[src/rtl/ima_adpcm_blk_ctrl.sv]
// IMA ADPCM block controller.
// Sequences one IMA ADPCM encoder to build WAV-style blocks: a two-word header
// (predictor sample, step index) followed by 4-bit codes packed into 16-bit words.
// Optional feature macro: ADPCM_BLK_FLUSH_EN adds a 'flush' input that ends the
// current block early, padding the open word with zero nibbles.
module ima_adpcm_blk_ctrl #(
   parameter int SPB = 8,
   parameter int CW  = 12
) (
   input  logic          clock,
   input  logic          reset,
   input  logic          enable,
   input  logic [15:0]   srcSamp,
   input  logic          srcValid,
   output logic          srcReady,
   output logic [15:0]   encSamp,
   output logic          encValid,
   input  logic          encReady,
   input  logic [3:0]    encPCM,
   input  logic          encPcmValid,
   input  logic [15:0]   encPredSamp,
   input  logic [6:0]    encStepIndex,
`ifdef ADPCM_BLK_FLUSH_EN
   input  logic          flush,
`endif
   output logic [15:0]   outWord,
   output logic          outValid,
   input  logic          outReady,
   output logic          outSof,
   output logic          outEof,
   output logic [CW-1:0] blkCount
);

   localparam logic [1:0] StIdle = 2'd0;
   localparam logic [1:0] StHdr0 = 2'd1;
   localparam logic [1:0] StHdr1 = 2'd2;
   localparam logic [1:0] StData = 2'd3;

   // The sample counters carry one extra bit so they can reach SPB itself.
   localparam logic [CW:0] SpbC = (CW+1)'(SPB);

   logic [1:0]    state_q, state_d;
   logic [15:0]   predCap_q, predCap_d;
   logic [6:0]    idxCap_q, idxCap_d;
   logic [CW:0]   issued_q, issued_d;
   logic [CW:0]   packed_q, packed_d;
   logic [1:0]    pack_q, pack_d;
   logic [11:0]   packWord_q, packWord_d;
   logic          busy_q, busy_d;
   logic          flushing_q, flushing_d;
   logic [15:0]   encSamp_q, encSamp_d;
   logic          encValid_q, encValid_d;
   logic [15:0]   outWord_q, outWord_d;
   logic          outValid_q, outValid_d;
   logic          outSof_q, outSof_d;
   logic          outEof_q, outEof_d;
   logic [CW-1:0] blkCount_q, blkCount_d;

   logic          flushReq;
   logic          canLoad;
   logic          wordFull;
   logic          issueOk;
   logic          accept;
   logic          nibValid;
   logic          padValid;
   logic          nibStep;
   logic [3:0]    nibVal;
   logic          lastNib;

`ifdef ADPCM_BLK_FLUSH_EN
   assign flushReq = flush;
`else
   assign flushReq = 1'b0;
`endif

   // Handshake qualifiers: holding register space, the issue rule, and nibble sources.
   // A sample is never issued whose code could complete a word with nowhere to put it.
   always_comb begin
      canLoad  = !outValid_q || outReady;
      wordFull = (pack_q == 2'd3) && outValid_q && !outReady;
      issueOk  = (state_q == StData) && !flushing_q && encReady && !busy_q &&
                 (issued_q < SpbC) && !wordFull;
      accept   = srcValid && issueOk;
      nibValid = encPcmValid && busy_q;
      padValid = (state_q == StData) && flushing_q && !busy_q &&
                 ((pack_q != 2'd3) || canLoad);
      nibStep  = nibValid || padValid;
      nibVal   = nibValid ? encPCM : 4'h0;
      lastNib  = ((packed_q + 1'b1) == SpbC) || flushing_q;
   end

   // Next-state logic: block FSM, sample issue, nibble packing and the output holding register.
   always_comb begin
      state_d    = state_q;
      predCap_d  = predCap_q;
      idxCap_d   = idxCap_q;
      issued_d   = issued_q;
      packed_d   = packed_q;
      pack_d     = pack_q;
      packWord_d = packWord_q;
      busy_d     = busy_q;
      flushing_d = flushing_q;
      encSamp_d  = encSamp_q;
      encValid_d = 1'b0;
      outWord_d  = outWord_q;
      outValid_d = outValid_q;
      outSof_d   = outSof_q;
      outEof_d   = outEof_q;
      blkCount_d = blkCount_q;

      if (outValid_q && outReady) begin
         outValid_d = 1'b0;
         outSof_d   = 1'b0;
         outEof_d   = 1'b0;
      end

      if (accept) begin
         encSamp_d  = srcSamp;
         encValid_d = 1'b1;
         busy_d     = 1'b1;
         issued_d   = issued_q + 1'b1;
      end

      case (state_q)
         StIdle: begin
            if (enable && !busy_q) begin
               predCap_d  = encPredSamp;
               idxCap_d   = encStepIndex;
               issued_d   = '0;
               packed_d   = '0;
               pack_d     = 2'd0;
               packWord_d = 12'h000;
               flushing_d = 1'b0;
               state_d    = StHdr0;
            end
         end
         StHdr0: begin
            if (canLoad) begin
               outWord_d  = predCap_q;
               outValid_d = 1'b1;
               outSof_d   = 1'b1;
               outEof_d   = 1'b0;
               state_d    = StHdr1;
            end
         end
         StHdr1: begin
            if (canLoad) begin
               outWord_d  = {9'b0, idxCap_q};
               outValid_d = 1'b1;
               outSof_d   = 1'b0;
               outEof_d   = 1'b0;
               state_d    = StData;
            end
         end
         default: begin
            if (flushReq) begin
               flushing_d = 1'b1;
            end
            if (nibStep) begin
               if (nibValid) begin
                  busy_d = 1'b0;
               end
               packed_d = packed_q + 1'b1;
               if (pack_q == 2'd3) begin
                  outWord_d  = {nibVal, packWord_q};
                  outValid_d = 1'b1;
                  outSof_d   = 1'b0;
                  outEof_d   = lastNib;
                  pack_d     = 2'd0;
                  packWord_d = 12'h000;
                  if (lastNib) begin
                     blkCount_d = blkCount_q + 1'b1;
                     flushing_d = 1'b0;
                     state_d    = StIdle;
                  end
               end else begin
                  case (pack_q)
                     2'd0:    packWord_d[3:0]  = nibVal;
                     2'd1:    packWord_d[7:4]  = nibVal;
                     default: packWord_d[11:8] = nibVal;
                  endcase
                  pack_d = pack_q + 2'd1;
               end
            end
         end
      endcase
   end

   // State registers; reset discards any partial block and returns to IDLE.
   always_ff @(posedge clock or posedge reset) begin
      if (reset) begin
         state_q    <= StIdle;
         predCap_q  <= '0;
         idxCap_q   <= '0;
         issued_q   <= '0;
         packed_q   <= '0;
         pack_q     <= '0;
         packWord_q <= '0;
         busy_q     <= 1'b0;
         flushing_q <= 1'b0;
         encSamp_q  <= '0;
         encValid_q <= 1'b0;
         outWord_q  <= '0;
         outValid_q <= 1'b0;
         outSof_q   <= 1'b0;
         outEof_q   <= 1'b0;
         blkCount_q <= '0;
      end else begin
         state_q    <= state_d;
         predCap_q  <= predCap_d;
         idxCap_q   <= idxCap_d;
         issued_q   <= issued_d;
         packed_q   <= packed_d;
         pack_q     <= pack_d;
         packWord_q <= packWord_d;
         busy_q     <= busy_d;
         flushing_q <= flushing_d;
         encSamp_q  <= encSamp_d;
         encValid_q <= encValid_d;
         outWord_q  <= outWord_d;
         outValid_q <= outValid_d;
         outSof_q   <= outSof_d;
         outEof_q   <= outEof_d;
         blkCount_q <= blkCount_d;
      end
   end

   assign srcReady = issueOk;
   assign encSamp  = encSamp_q;
   assign encValid = encValid_q;
   assign outWord  = outWord_q;
   assign outValid = outValid_q;
   assign outSof   = outSof_q;
   assign outEof   = outEof_q;
   assign blkCount = blkCount_q;

`ifndef SYNTHESIS
   // A code from the encoder with no sample outstanding is a protocol error.
   noStrayPcm: assert property (@(posedge clock) disable iff (reset) !(encPcmValid && !busy_q));
`endif

endmodule
[config.mk]
export PLATFORM = sky130hd
export DESIGN_NAME = ima_adpcm_blk_ctrl
export DESIGN_NICKNAME = d
export VERILOG_FILES = /design/src/rtl/ima_adpcm_blk_ctrl.sv
export SDC_FILE = /design/constraint.sdc
export NUM_CORES = 1
export LEC_CHECK = 0
export CORE_ASPECT_RATIO = 0.9
export CORE_UTILIZATION = 40
export CTS_CLUSTER_SIZE = 20
export DETAILED_ROUTE_END_ITERATION = 16
export SETUP_SLACK_MARGIN = 0.3
export SLEW_MARGIN = 10
export SYNTH_ARGS = -nofsm -noshare
export SYNTH_HDL_FRONTEND = slang
export SYNTH_SLANG_ARGS = --single-unit
export TNS_END_PERCENT = 20
[constraint.sdc]
create_clock -name clock -period 4.7 [get_ports clock]
set_input_delay 0.47 -clock clock [delete_from_list [all_inputs] [get_ports clock]]
set_output_delay 0.47 -clock clock [all_outputs]
set_load 0.01 [all_outputs]
==> results of run 1 <==
[power by group]
part	internal (W)	leakage [nW]	switching (W)
clock network	0.000822	0.285	0.000412
registers	0.00126	1.48	0.000180
logic	0.000700	1.37	0.000772
total	0.00278	3.13	0.00136
[worst max path at each step]
stage | to | slack [ps] | start
2_1_floorplan | blkCount[0] | 1210 | reset
3_3_place_gp | packWord_q[1] | 1840 | encPcmValid
3_5_place_dp | packWord_q[3] | 1720 | state_q[0]
4_1_cts | packWord_q[3] | 1700 | state_q[1]
5_1_grt | packWord_q[3] | 1400 | state_q[1]
6_report | packWord_q[3] | 1720 | state_q[1]
[worst max-delay path: cells and delay by family, from the launching register on]
family	cells	cell delay (ps)
buffers and inverters	2	320
flip-flops	1	410
adder cells (fa/ha/maj)	1	390
AND/OR/NAND/NOR	2	1090
AO/OA/AOI/OAI	2	690
[metrics by stage]
step | util (%) | cells
3_3_place_gp | 49.8 | 767
4_1_cts | 54.3 | 796
5_1_grt | 54.3 | 796
3_5_place_dp | 49.8 | 767
2_1_floorplan | - | 528
6_report | 54.3 | 796
[cell usage in the layout (no fill, tap or decap), types with 5 or more instances in the layout]
cell type,n
clkbuf_16,17
and2_1,12
dfrtp_1,114
inv_1,5
nor2b_1,7
nand4_1,7
ha_1,11
nor2_1,45
o21ai_0,30
mux2_2,25
a31oi_1,6
nor3_1,10
a22oi_1,7
xor2_1,14
a21oi_1,25
and3_1,5
nand2_1,111
clkdlybuf4s50_1,98
o31ai_1,6
nand3_1,10
[routing by layer]
layer / track usage (%) / share of wire (%) / vias to the layer above
met5: 0 / 0 / -
met4: 5.78 / 0.69 / 0
met3: 7.00 / 5.0 / 6
met2: 30.3 / 48 / 90
met1: 25.6 / 46 / 2053
li1: - / - / 2016
[layout make-up]
class                           count  area [sq um]  share of cell area, %
Sequential cell                   114          2850                   41.1
Multi-Input combinational cell    381          2280                   32.8
Timing Repair Buffer              102          1010                   14.6
Clock buffer                       23           488                   7.03
Tap cell                          164           205                   2.96
Clock inverter                      6          80.1                   1.15
Inverter                            6          25.0                  0.361
[logic make-up after synthesis]
kind of cell,Yosys count,synth area share [%]
simple gates,235,21.2
fa+ha+maj,11,2.61
buf+inv,33,2.77
mux,28,5.91
xor+xnor,15,2.49
flops,114,54.1
compound gates,92,11.0
[state kept, by name (all words and copies together) (netlist names)]
name,cells
encSamp,16
outWord,16
predCap_q,16
issued_q,13
packed_q,13
blkCount,12
packWord_q,12
idxCap_q,7
pack_q,2
state_q,2
busy_q,1
encValid,1
outEof,1
outSof,1
outValid,1
==> impl_metrics.ini, run 1 <==
[critical_path]
path_common_cell = inv_1
cp.required_ps = 5030
crit_chain = inv_1, ha_1, inv_1, or2_2, a21o_1, nor4_1, a32o_1
r2r-start = state_q[1]
path_max_fanout = 34
critPathKind = flop to flop
start_kind = flop
slowest_delay_ps = 570
reg2reg_to = packWord_q[3]
rrSetupSlack_ps = 1720
crit_arrival_ps = 3310
slowest_stage = or2_2
r2r.worst_path.cells = 7
endpoint_kind = flop

[min_path]
hold_class = input pin to asynchronous set/reset pin

[sta]
setup-tns-final_ps = 0
finalCritPeriodShare_pct = 63.3
finClkSkew_ps = 8.04
slew_headroom_pct = 20.6
whs_ps = 400
setup_violations = 0
fin_ws_ps = 1720
rsz0062_at_grt = no
timing_hold_violations_final = 0
maxSlewViolCount = 0
fmax_ghz = 0.336
min_period_ps = 2980
worst_slew_pin_slew_ps = 1190

[synth]
async_flop_share_pct = 100
ys_seq_elements = 114
netlist_top_cells_area = dfrtp_1 (54%), nand2_1 (7.9%), mux2_2 (5.3%)
netlist_area_sq_um = 5280
synth_edf_count = 0
ys_types = 54
synth_ff_type = dfrtp_1
postSynthAreaPerCell_sq_um = 9.99
yosys-top-cells-count = dfrtp_1 (114), nand2_1 (111), nor2_1 (46)
yosysMostFrequentCell = dfrtp_1
yosysTopAreaCellShare_pct = 54.1
syn_inst = 528
ys_warn_count = 0
synth_top_area_cell = dfrtp_1
ys_seq_area_share_pct = 54.1
syn-num-nets = 589

[job]
max_cap_viol_count = 0

[cts]
max-clock-path-buffers = 2
cts_hold_buf = 0
cts_max_level = 4
clk-insertion-delay-late_ps = 410
cts.sinks = 114
cts_tree = yes
cts.repair_timing.setup_buffer_count = 0
ctsResizeCount = 0
cts_buffers = 17
cts_root_buf = clkbuf_16
clk_pin_slew_ps = 50

[layout]
fill_cells = 1168
design_area_sq_um = 6940
nNetsFinal = 683
layout-drive-gt1-share_pct = 11.4
syn_to_final_growth_pct = 31.6
num_antenna_cells = 0

[placed_design]
place.gp.congestion = 0.772
pre_cts_ws_ps = 1720
placed_area_sq_um = 6370
hpwl_mm = 8.37
portBuffers = 98

[grt]
grt-ovfl-total = 0
grt_pass1_wl_mm = 20.5
grt_pass1_vias = 4244
grt_max_degree = 53
antenna_found_initial = 0
grt_use_total_pct = 19.5

[detailed_routing]
avgRoutedWirePerCell_um = 15.2
drtIter0Drc = 199
wl_mm = 12.1
drc = 0
vias = 4165
vias_per_cell = 5.23
ant_nets = 0
drt_pass1_iterations = 4

[floorplan]
core-area_sq_um = 12800
die_w_um = 123
initial_core_util_pct = 41.3
rows = 39
die_area_sq_um = 13700
ios = 99
die_h_um = 111

[power_and_ir_drop]
power.leakage_nw = 3.13
pwr_density_cell_nw_per_um2 = 598
finalPower_w = 0.00415
peakVddDrop_mv = 0.349

[outcome]
status = completed
(Power assumes the default switching activity.)
==> inputs of run 2 (changes only) <==
--- a/config.mk
+++ b/config.mk
@@ -9,6 +9,7 @@
 export CORE_UTILIZATION = 40
 export CTS_CLUSTER_SIZE = 20
 export DETAILED_ROUTE_END_ITERATION = 16
+export PLACE_DENSITY = 0.66
 export SETUP_SLACK_MARGIN = 0.3
 export SLEW_MARGIN = 10
 export SYNTH_ARGS = -nofsm -noshare
==> constraint.sdc (replaced) <==
create_clock -name clock -period 2.5 [get_ports clock]
set_input_delay 0.25 -clock clock [delete_from_list [all_inputs] [get_ports clock]]
set_output_delay 0.25 -clock clock [all_outputs]
set_load 0.01 [all_outputs]
==> run 2 against run 1 <==
Final cell count up 2.3%. Sequential power up 88%. Clock skew down 3.5 ps. Final area up 3.3%.
==> impl_metrics.ini, run 2 (synthesized netlist as in run 1, its figures left out) <==
[outcome]
status = completed

[critical_path]
slowest_stage = or4_1
rrSetupSlack_ps = 370
slowest_delay_ps = 570
endpoint = srcReady
critPathLaunch = busy_q
cp_top_family = simple AND/OR/NAND/NOR gates
r2r.worst_path.cells = 8
endpoint_kind = output pin
cp.required_ps = 2250
cp_num_buf_inv = 1
reg2reg_to = packWord_q[2]
critPathKind = flop to output pin
r2r-start = state_q[0]
start_kind = flop
crit_arrival_ps = 1960
crit_chain = or4_1, a21oi_2, and3_4, clkdlybuf4s15_2
path_depth = 4
path_max_fanout = 5

[job]
max_cap_viol_count = 0

[cts]
max-clock-path-buffers = 2
cts_max_level = 4
cts_root_buf = clkbuf_16
cts_hold_buf = 0
clk_pin_slew_ps = 50
cts_tree = yes
cts_buffers = 17
cts.sinks = 114
clk-insertion-delay-late_ps = 410

[power_and_ir_drop]
power.leakage_nw = 3.22
peakVddDrop_mv = 0.669
pwr_density_cell_nw_per_um2 = 1110

[sta]
finClkSkew_ps = 4.50
setup-tns-final_ps = 0
rsz0062_at_grt = yes
setup_violations = 0
min_period_ps = 2210
maxSlewViolCount = 0
fmax_ghz = 0.454
worst_slew_pin_slew_ps = 728
finalCritPeriodShare_pct = 88.2
timing_hold_violations_final = 0
slew_headroom_pct = 51.3

[layout]
final_common_cell = nand2_1
layout_common_cells = nand2_1 (110), dfrtp_1 (109), clkdlybuf4s50_1 (97)
layout-drive-gt1-share_pct = 15.7
num_antenna_cells = 0
nNetsFinal = 698
stdcell_count = 814
syn_to_final_growth_pct = 36.0

[detailed_routing]
wl_mm = 12.3
drc = 0
drt_pass1_iterations = 5
vias_per_cell = 5.27
avgRoutedWirePerCell_um = 15.1
vias = 4288
ant_nets = 0
drtIter0Drc = 199

[floorplan]
core-area_sq_um = 12800
die_area_sq_um = 13700
die_w_um = 123
rows = 39
initial_core_util_pct = 41.3
ios = 99
die_h_um = 111

[placed_design]
place.gp.congestion = 0.852
dp.cells = 781
hpwl_mm = 8.40
portBuffers = 98

[grt]
grt_max_degree = 37
antenna_found_initial = 0
grt_pass1_wl_mm = 20.6
grt_use_total_pct = 19.4
grt-ovfl-total = 0
grt_pass1_vias = 4233

[min_path]
hold_class = input pin to asynchronous set/reset pin
-- run 2: per-layer routing --
metal	global-route usage [%]	share of wire, %	wire [um]	vias up
li1	-	-	-	2048
met1	26.5	46	5660	2103
met2	29.5	47	5790	125
met3	6.84	6.0	743	12
met4	4.34	0.73	90	0
met5	0	0	0	-
-- run 2: worst min-delay path by stage --
| stage | from | endpoint | depth (start not counted) |
|---|---|---|---|
| final | reset | packed_q[7] | 2 |
| after global routing | reset | outWord[11] | 2 |
| after CTS | reset | packed_q[7] | 2 |
| after detailed placement | issued_q[5] | issued_q[5] | 1 |
| after global placement | predCap_q[12] | predCap_q[12] | 2 |
| after floorplan | encStepIndex[0] | idxCap_q[0] | 2 |
-- run 2: final cells by class --
class / instances / area, sq um
Fill cell: 1099 / 5610
Sequential cell: 114 / 2860
Multi-Input combinational cell: 381 / 2350
Timing Repair Buffer: 117 / 1170
Clock buffer: 27 / 493
Tap cell: 164 / 205
Clock inverter: 5 / 75.1
Inverter: 6 / 26.3
-- run 2: metrics by stage --
step / instance area (sq um) / worst slack (ps) / utilization (%) / hold WS, ps / total power (W)
floorplan: 5280 / 271 / - / 355 / 0.00442
global placement: 6520 / 243 / 51.0 / 457 / 0.00551
detailed placement: 6520 / 148 / 51.0 / 462 / 0.00558
CTS: 7110 / 270 / 55.6 / 328 / 0.00796
global route: 7170 / 248 / 56.1 / 372 / 0.00845
finish: 7170 / 295 / 56.1 / 315 / 0.00796
-- run 2: report_power, final --
part	switching [W]	leakage [nW]	internal, W
combinational	0.00150	1.47	0.00141
clock	0.000789	0.279	0.00154
sequential	0.000342	1.47	0.00237
-- run 2: repair_timing --
item | 4_1_cts | 5_1_grt
resized for setup | 7 | 16
hold endpoints to repair | 0 | 0
endpoints found under the setup margin | 13 | 36
pin swaps | 1 | 1
buffers inserted | 0 | 1
==> inputs of run 3 (changes only) <==
--- a/config.mk
+++ b/config.mk
@@ -7,8 +7,9 @@
 export LEC_CHECK = 0
 export CORE_ASPECT_RATIO = 0.9
 export CORE_UTILIZATION = 40
-export CTS_CLUSTER_SIZE = 20
 export DETAILED_ROUTE_END_ITERATION = 16
+export GPL_TIMING_DRIVEN = 0
+export MAX_ROUTING_LAYER = met4
 export PLACE_DENSITY = 0.66
 export SETUP_SLACK_MARGIN = 0.3
 export SLEW_MARGIN = 10
==> run 3 against run 2 <==
Die area stayed put. Clock power is 7% higher. Sequential share of layout area is 0.93 points lower. Non-clock buffer count is 16 higher. Worst setup slack worse by 36 ps. Largest cell class unchanged. Combinational power is 6.9% higher. Utilization is 1.4 points higher. Critical path depth stayed put. Total power is 4.9% higher.
==> impl_metrics.ini, run 3 (synthesized netlist as in run 1, its figures left out) <==
[sta]
whs_ps = 176
slew_headroom_pct = 45.5
setup_violations = 0
fin_ws_ps = 259
worst_slew_pin_slew_ps = 815
finClkSkew_ps = 6.94
timing_hold_violations_final = 0
fmax_ghz = 0.446
finalCritPeriodShare_pct = 89.6
rsz0062_at_grt = yes
min_period_ps = 2240
maxSlewViolCount = 0

[grt]
grt_max_degree = 39
grt_pass1_vias = 4442
antenna_found_initial = 0
grt_pass1_wl_mm = 21.5
grt-ovfl-total = 0
grt_use_total_pct = 21.0

[placed_design]
place.gp.congestion = 0.813
hpwl_mm = 9.21
pre_cts_ws_ps = -234
portBuffers = 98
placed_area_sq_um = 6530

[critical_path]
critPathLaunch = busy_q
path_max_fanout = 5
endpoint_kind = output pin
crit_arrival_ps = 1990
cp.required_ps = 2250
crit_chain = or4_1, a21oi_2, and3_1, dlygate4sd2_1
cp_num_buf_inv = 1
slowest_delay_ps = 550
slowest_stage = or4_1
cp_top_family = simple AND/OR/NAND/NOR gates
r2r-start = state_q[0]
critPathKind = flop to output pin
start_kind = flop

[power_and_ir_drop]
combinationalPowerShare_pct = 37.3
pwr-share-seq_pct = 32.7
p_switching_w = 0.00283
peakVddDrop_mv = 0.603
power.leakage_nw = 3.30
p_int_w = 0.00552
swShare_pct = 33.9
pwr_density_cell_nw_per_um2 = 1140
clockPowerShare_pct = 30.0

[cts]
cts_root_buf = clkbuf_16
cts_tree = yes
clk_pin_slew_ps = 50
cts_hold_buf = 0
max-clock-path-buffers = 2
cts_buffers = 17
clk-insertion-delay-late_ps = 410
cts_max_level = 4
cts.sinks = 114

[detailed_routing]
ant_nets = 0
drtIter0Drc = 207
drc = 0
vias_per_cell = 5.25
wl_mm = 13.2
avgRoutedWirePerCell_um = 15.9
drt_pass1_iterations = 4
vias = 4356

[floorplan]
core-area_sq_um = 12800
ios = 99
die_w_um = 123
rows = 39
initial_core_util_pct = 41.3
die_area_sq_um = 13700
die_h_um = 111

[layout]
layout_common_cells = nand2_1 (110), dfrtp_1 (108), clkdlybuf4s50_1 (97)
layout-drive-gt1-share_pct = 17.6
num_antenna_cells = 0
design_area_sq_um = 7350
nNetsFinal = 714
final_common_cell = nand2_1
syn_to_final_growth_pct = 39.3

[min_path]
hold_class = input pin to asynchronous set/reset pin

[job]
max_cap_viol_count = 0

[outcome]
status = completed
-- run 3: repair_timing --
item                                    4_1_cts  5_1_grt
buffers inserted                              3        3
cloned                                        0        0
hold endpoints to repair                      0        0
endpoints found under the setup margin       56       84
gates resized for setup                      16       41
pin swaps                                     1        2
-- run 3: metrics by stage --
step                instances  TNS (ps)  utilization (%)  power (W)
floorplan                 528         0                -    0.00442
detailed placement        793     -1060             51.0    0.00561
finish                    830         0             57.5    0.00834
CTS                       827         0             56.4    0.00827
global route              830         0             57.5    0.00886
global placement          790    -27100             50.6    0.00551
-- run 3: worst reg2reg max path: stages, from the launching register on --
cell and delay (ps):
dfrtp_2 420, buf_4 150, ha_1 290, nor2_4 210, nor2_1 120, a211oi_4 260
buf_4 230, mux2_2 350
-- run 3: routing by layer --
metal  vias up  global-route usage [%]  routed length [um]
li1       2073                       -                   -
met1      2129                    28.6                6140
met2       132                    29.4                6070
met3        22                    6.22                 771
met4         0                    7.79                 226
met5         -                       -                   0
-- run 3: cell type report --
cell class | instances | area, sq um
flip-flops and latches | 114 | 2860
repair buffers | 107 | 1080
fillers | 1097 | 5440
clock buffers | 23 | 488
well taps | 164 | 205
multi-input cells | 381 | 2410
clock inverters | 9 | 128
plain buffers | 26 | 141
inverters | 6 | 26.3
-- run 3: path summary, 6_finish.rpt --
| path | to | slack, ps | cells past startpoint |
|---|---|---|---|
| min reg2reg | issued_q[5] | 470 | 1 |
| max | srcReady | 260 | 4 |
| min in group clock | idxCap_q[5] | 370 | 3 |
| min | packed_q[10] | 180 | 2 |
| max in group asynchronous | state_q[0] | 1830 | 3 |
| max reg2reg | outWord[0] | 350 | 7 |
-- run 3: power groups by stage --
stage / combinational [W] / sequential, W / clock (W)
6_report: 0.00311 / 0.00273 / 0.00250
5_1_grt: 0.00343 / 0.00280 / 0.00263
4_1_cts: 0.00302 / 0.00272 / 0.00254
3_5_place_dp: 0.00287 / 0.00274 / 0
3_3_place_gp: 0.00280 / 0.00271 / 0
2_1_floorplan: 0.00164 / 0.00279 / 0
